--- src/rtl/timer_counter_if.sv ---
// Bridge-side bus bundle for one timer_counter window: address/data/write strobe in,
// combinational read data, registered interrupt and FSM state out.
interface timer_counter_if;
  // Bus protocol: no handshake; a write completes on the rising edge where we=1,
  // and dout is valid in the same cycle addr is presented (zero-latency read).
  logic [31:0] addr;
  logic        we;
  logic [31:0] din;
  logic [31:0] dout;
  logic        irq;
  logic [1:0]  state_dbg;

  modport master (
    output addr,
    output we,
    output din,
    input  dout,
    input  irq,
    input  state_dbg
  );

  modport slave (
    input  addr,
    input  we,
    input  din,
    output dout,
    output irq,
    output state_dbg
  );
endinterface

--- src/rtl/timer_counter.sv ---
// Memory-mapped 32-bit down-counting timer with one-shot and (optional) auto-reload modes.
// Auto-reload (MODE=01) is compiled in only when TC_AUTO_RELOAD_EN is defined.
module timer_counter (
  input  logic            clk,
  input  logic            reset,
  timer_counter_if.slave  bus
);

  typedef enum logic [1:0] {
    S_IDLE = 2'd0,
    S_LOAD = 2'd1,
    S_CNT  = 2'd2,
    S_INT  = 2'd3
  } state_e;

  localparam logic [1:0] REG_CTRL   = 2'd0;
  localparam logic [1:0] REG_PRESET = 2'd1;
  localparam logic [1:0] REG_COUNT  = 2'd2;

  state_e      state_q, state_d;
  logic [3:0]  ctrl_q, ctrl_d;       // {IM, MODE[1:0], EN}
  logic [31:0] preset_q, preset_d;
  logic [31:0] count_q, count_d;
  logic        irq_flag_q, irq_flag_d;
  logic        irq_q, irq_d;

  logic [1:0]  sel;
  logic        wr_ctrl;
  logic        wr_preset;
  logic        auto_reload;
  logic        clr_en;
  logic        set_flag;
  logic        unused_addr_bits;

  assign sel              = bus.addr[3:2];
  assign wr_ctrl          = bus.we && (sel == REG_CTRL);
  assign wr_preset        = bus.we && (sel == REG_PRESET);
  assign unused_addr_bits = ^{bus.addr[31:4], bus.addr[1:0]};

`ifdef TC_AUTO_RELOAD_EN
  assign auto_reload = (ctrl_q[2:1] == 2'b01);
`else
  assign auto_reload = 1'b0;
`endif

  always_comb begin
    state_d    = state_q;
    count_d    = count_q;
    ctrl_d     = ctrl_q;
    preset_d   = preset_q;
    irq_flag_d = irq_flag_q;
    clr_en     = 1'b0;
    set_flag   = 1'b0;

    case (state_q)
      S_IDLE: begin
        if (ctrl_q[0]) state_d = S_LOAD;
      end
      S_LOAD: begin
        count_d = preset_q;
        state_d = S_CNT;
      end
      S_CNT: begin
        if (!ctrl_q[0]) begin
          state_d = S_IDLE;
        end else if (count_q > 32'd1) begin
          count_d = count_q - 32'd1;
        end else begin
          // PRESET of 0 or 1 lands here on the first counting cycle; never wraps.
          count_d  = 32'd0;
          set_flag = 1'b1;
          state_d  = S_INT;
        end
      end
      S_INT: begin
        state_d = S_IDLE;
        if (!auto_reload) clr_en = 1'b1;
      end
      default: state_d = S_IDLE;
    endcase

    // A CTRL write in the same cycle overrides the FSM clearing EN.
    if (wr_ctrl)     ctrl_d = bus.din[3:0];
    else if (clr_en) ctrl_d = {ctrl_q[3:1], 1'b0};

    if (wr_preset) preset_d = bus.din;

    if (set_flag)                               irq_flag_d = 1'b1;
    else if (wr_ctrl || wr_preset)              irq_flag_d = 1'b0;
    else if ((state_q == S_INT) && auto_reload) irq_flag_d = 1'b0;

    irq_d = irq_flag_q & ctrl_q[3];
  end

  always_ff @(posedge clk) begin
    if (reset) begin
      state_q    <= S_IDLE;
      ctrl_q     <= 4'd0;
      preset_q   <= 32'd0;
      count_q    <= 32'd0;
      irq_flag_q <= 1'b0;
      irq_q      <= 1'b0;
    end else begin
      state_q    <= state_d;
      ctrl_q     <= ctrl_d;
      preset_q   <= preset_d;
      count_q    <= count_d;
      irq_flag_q <= irq_flag_d;
      irq_q      <= irq_d;
    end
  end

  always_comb begin
    case (sel)
      REG_CTRL:   bus.dout = {28'd0, ctrl_q};
      REG_PRESET: bus.dout = preset_q;
      REG_COUNT:  bus.dout = count_q;
      default:    bus.dout = 32'd0;
    endcase
  end

  assign bus.irq       = irq_q;
  assign bus.state_dbg = state_q;

endmodule

--- src/flat_wrapper.sv ---
// flat-port wrapper written by rule: the top's interface ports become plain ports
module timer_counter_flat 
  (clk, reset, bus_addr, bus_we, bus_din, bus_dout, bus_irq, bus_state_dbg);
  timer_counter_if bus_i ();
  input  logic clk;
  input  logic reset;
  input wire logic [$bits(bus_i.addr)-1:0] bus_addr;
  input wire logic [$bits(bus_i.we)-1:0] bus_we;
  input wire logic [$bits(bus_i.din)-1:0] bus_din;
  output wire logic [$bits(bus_i.dout)-1:0] bus_dout;
  output wire logic [$bits(bus_i.irq)-1:0] bus_irq;
  output wire logic [$bits(bus_i.state_dbg)-1:0] bus_state_dbg;
  assign bus_i.addr = bus_addr;
  assign bus_i.we = bus_we;
  assign bus_i.din = bus_din;
  assign bus_dout = bus_i.dout;
  assign bus_irq = bus_i.irq;
  assign bus_state_dbg = bus_i.state_dbg;
  timer_counter u_core (.clk(clk), .reset(reset), .bus(bus_i));
endmodule
--- config.mk ---
export PLATFORM = sky130hd
export DESIGN_NAME = timer_counter_flat
export DESIGN_NICKNAME = d
export VERILOG_FILES = /design/src/rtl/timer_counter_if.sv /design/src/rtl/timer_counter.sv /design/src/flat_wrapper.sv
export SDC_FILE = /design/constraint.sdc
export NUM_CORES = 1
export LEC_CHECK = 0
export CORE_UTILIZATION = 64
export DETAILED_ROUTE_END_ITERATION = 8
export DONT_BUFFER_PORTS = 1
export PLACE_DENSITY = 0.8
export SLEW_MARGIN = 20
export SYNTH_ARGS = -nofsm -noshare
export SYNTH_HDL_FRONTEND = slang
export SYNTH_SLANG_ARGS = --single-unit
--- constraint.sdc ---
create_clock -name clk -period 3 [get_ports clk]
set_input_delay 0.3 -clock clk [delete_from_list [all_inputs] [get_ports clk]]
set_output_delay 0.3 -clock clk [all_outputs]
set_load 0.02 [all_outputs]
# == Yosys cells after proc, flatten, opt, wreduce, memory -nomap -nowiden ==
# Cells that the tools add are included.
# op_classes
addsub,1
order_cmp,1
eq_ne,8
mux,16
bitwise,1
n_reduce_logical,10
# op_table
operator,n
case mux 32 bit (3 select lines),1
two-way mux 32 bit,2
case mux 32 bit (2 select lines),1
greater-than comparator 32 x 1 -> 1 bit (second input constant),1
subtractor 32 x 1 -> 32 bit (second input constant),1
case mux 2 bit (4 select lines),1
two-way mux 1 bit,7
== test 2 bit (second input constant),3
two-way mux 2 bit,3
nonzero test 2 bit,3
== test 2 x 1 -> 1 bit (second input constant),2
zero test 2 bit,2
two-way mux 4 bit,1
inequality test 2 x 1 -> 1 bit (second input constant),2
AND reduction 2 bit,2
inequality test 3 bit (second input constant),1
logical AND 1 bit,2
AND 1 bit,1
logical OR 1 bit,1
# word_totals
regBits,72
input_bits,67
out_inout_bits,35
wordCells,44

# == Logic depth before layout (Yosys ltp) ==
# logic_depth
word_depth,5
depth_mapped,10
depth_no_buf,8

# == Worst setup path after synthesis ==
# OpenSTA, ideal clock, no wires.
# synth_timing
path_kind,register -> register
startpoint,register u_core.count_q[8]
endpoint,register u_core.count_q[0]
setup_ps,128
arrival_time_ps,2576
required_time_ps,2872
path_slack_ps,296
stages_incl_launch_ff,11
path_buffers,4
synth_period_minus_slack_ps,2704
path_cell_list,dfxtp_1 > buf_6 > or4_4 > or3_1 > buf_2 > or4_4 > and2_4 > buf_6 > buf_6 > a32oi_1 > nor2_1
# synth_between
elab_chain_len,4
# synth_rtl
element,line_no,rtl
"start, declared",timer_counter.sv:23,"logic [31:0] count_q, count_d;"
"start signal, assigned",timer_counter.sv:107,count_q <= count_d;
greater-than comparator 32 x 1 -> 1 bit,timer_counter.sv:66,end else if (count_q > 32'd1) begin
two-way mux 32 bit,timer_counter.sv:66,
two-way mux 32 bit,timer_counter.sv:64,if (!ctrl_q[0]) begin
case mux 32 bit (2 select lines),timer_counter.sv:55,case (state_q)
# No other way between the ends. The select of a mux whose other input is x is not followed.
# A chain may end at the register's enable or synchronous reset.

# == Final worst setup path ==
# layout_timing
startpoint,register u_core.count_q[11]
endpoint,register u_core.count_q[24]
# layout_between
elab_chain_len,4
elab_cells_between_ends,5
classes_between,add/sub (1); order compare (1); mux (3)
# layout_rtl
element,line_no
subtractor 32 x 1 -> 32 bit or greater-than comparator 32 x 1 -> 1 bit (tied branches),"timer_counter.sv:67, timer_counter.sv:66"
two-way mux 32 bit *,timer_counter.sv:66
two-way mux 32 bit *,timer_counter.sv:64
case mux 32 bit (2 select lines) *,timer_counter.sv:55
# Mark *: on every way between the ends. The rest lies on a longest branch, timed or not. The select of a mux whose other input is x is not followed.

==> summary.txt <==
Floorplan
  • Io pins: 102
  • Initial Utilization: approximately two thirds
  • Chip width: approximately 81 um
  • Core Rows: 28
  • Core area: between 5000 and 6000 um^2
  • Vert. Die Dim: 80.5 um
  • DIE AREA: 6480 um^2

Global routing
  • Initial antenna violation count: 0
  • Vias in the first global route: 3531
  • Gr usage total: 33.9%
  • Largest net degree at the start of global routing: between 70 and 80
  • First-pass GRT wire length: 17000 um
  • Total grt overflow: 0

Timing
  • Post-route clock period utilization: between 80 and 90%
  • Fin Setup TNS: 0 ps
  • Worst-margin pin slew: between 600 and 700 ps
  • Final Max Slew Viols: 0
  • Relative slew slack: approximately 53%
  • Worst Skew: 7.99 ps
  • Setup Viol. Count Final: 0
  • Hold slack final: just over 9 ps
  • Final hold violation count: 0
  • Maximum clock rate: 377 MHz
  • Tmin final: 2660 ps
  • RSZ-0062 raised after global routing: no

Yosys
  • EDFF count, synth: 0
  • Syn Nets: about 600
  • #FFs+latches synth: 72
  • Distinct cells, synth: 45
  • Main synth FF type: dfxtp_1
  • Register area share after synthesis: 36.5%
  • Synthesized area: 3940 um^2
  • Avg Inst Size Synth: between 7 and 8 um^2
  • Asr flop ratio synth: 0%
  • Warnings, synthesis: 0
  • Mapped Cells: roughly 530

Run status
  • Status: completed

Clocking
  • CTS tree: done
  • Clk pin slew, worst setup/hold paths: 80 ps
  • CTS Sinks: between 70 and 80
  • Clk root buf: clkbuf_8
  • H-tree depth: 3
  • Resize count post-CTS: 0
  • CTS Buffer Depth: 2
  • CTS Buf Count: 9
  • Worst-Skew Late Latency: ~350 ps

Setup path
  • Startpoint Class: flip-flop
  • Slowest cell on the critical path: or4_4
  • WS Path Type: reg2reg
  • Critical Path AT: 2890 ps
  • CP peak stage delay: 600 ps
  • CP most frequent cell: or4_4
  • Worst setup EP type: flip-flop
  • CP cell instances: or4_4, or3_1, or4_4, and2_4, a21oi_1, a211oi_1
  • Crit path max fanout: 27
  • WP data required: 3240 ps

Final layout
  • NumNets Final: 585
  • Synthesis-to-layout area growth: 6.15%
  • Most frequent cells in the layout: nand2_1, dfxtp_1, a21oi_1, o21ai_0, a22o_1
  • Ant diodes: 0
  • Most common cell after layout, fill and taps aside: nand2_1
  • Share of layout cells above drive strength 1: between 6 and 7%

Placed design
  • Hpwl dp: around 6700 um
  • RD Place Congestion: 0.863
  • I/O Buffers: 0

Route
  • Drt drc: 0
  • Wirelength per Cell: about 18 um
  • Iteration-0 DRC Markers: 402
  • Detailed Route WL: between 10000 and 15000 um
  • Post-route ant nets: 0
  • Vias/cell: 6.65
  • Vias: around 4000
  • Initial DRT Pass Iterations: 6

Pwr
  • Power per cell area: 521 nW/um^2
  • P_leak: 0.00143 uW
  • Max rail drop VDD: 0.000356 V

Run
  • Max Cap Violations: 0

Worst hold path
  • Worst Hold Class: in2reg
[kinds of logic (layout without fill, tap and decap cells)]
group           after synthesis  in the layout  synth area share, %
compound gates              187            187                 30.0
xor+xnor                      4              4                0.888
fa+ha+maj                     2              2                0.634
buf+inv                      53             41                 5.71
flops                        72             72                 36.5
mux                           7              7                 1.78
simple gates                208            208                 24.4
[state kept, by name, summed over array words and instances, names as in the netlist]
name,cells
u_core.preset_q,32
u_core.bus.state_dbg,2
u_core.count_q,32
u_core.bus.irq,1
u_core.ctrl_q,4
u_core.irq_flag_q,1
[path summary, 6_finish.rpt]
check,start,endpoint,depth (start not counted),slack [ps]
setup reg to reg,u_core.count_q[11],u_core.count_q[24],6,340
hold reg to reg,u_core.irq_flag_q,u_core.bus.irq,2,450
setup / recovery,u_core.count_q[11],u_core.count_q[24],6,340
hold / removal,reset,u_core.preset_q[8],1,9
[routing by layer]
layer	vias up	track usage, %	routed length, um
li1	1893	-	-
met3	21	6.70	798
met5	-	0	0
met4	0	14.1	196
met1	1860	43.7	4610
met2	190	55.0	4850
[critical path: cells and delay by family (launching register included)]
kind               cells  cell delay [ps]
AOI/OAI and AO/OA      2              260
and+or+nand+nor        4             1890
DFF                    1              380
[power by group]
part	leakage [uW]	switching [uW]	internal, uW
Combinational	0.000742	193	119
Sequential	0.000583	30.1	981
Clock	0.000108	366	491
[synthesized netlist by cell type, drive strengths merged, types with 2 or more instances]
cell type	number	area share [%]
o31ai	4	0.76
a21oi	59	7.5
nor2b	5	0.79
and3	2	0.32
ha	2	0.63
nand2b	8	1.3
a311o	2	0.51
dfxtp	72	37
or3	4	0.63
a211oi	25	4.8
clkbuf	38	3.6
nand3	11	1.4
nor4	15	2.4
nand4	4	0.63
a221oi	4	0.89
o41ai	3	0.67
buf	5	1.1
nand2	116	11
o21ai	50	6.3
or4	5	1.2
o21a	4	0.76
xnor2	4	0.89
inv	10	0.95
nor3	6	0.76
mux2i	7	1.8
and2	3	0.54
nor2	24	2.3
a22o	28	6.2
[through the flow]
stage	cells	power (uW)	instance area, um^2	util [%]	worst slack [ps]
floorplan	533	1260	3940	-	296
global placement	578	1330	3950	66.8	391
detailed placement	578	1330	3950	66.8	376
CTS	594	2170	4170	70.4	363
global route	596	2250	4190	70.7	147
finish	596	2180	4190	70.7	344
[timing repair]
action | in CTS | in global routing
hold endpoints to repair | 0 | 2
endpoints found under the setup margin | 0 | 0
setup buffers | 0 | 0
hold buffers | 0 | 2
[cell type report]
| cell class | instances | area, um^2 |
|---|---|---|
| multi-input combinational | 408 | 2280 |
| fill | 500 | 1730 |
| sequential | 72 | 1440 |
| clock buffer | 13 | 149 |
| timing repair buffer | 15 | 118 |
| tap | 75 | 93.8 |
| clock inverter | 3 | 65.1 |
| inverter | 10 | 37.5 |
No activity file was read; power rests on OpenSTA's default activity.
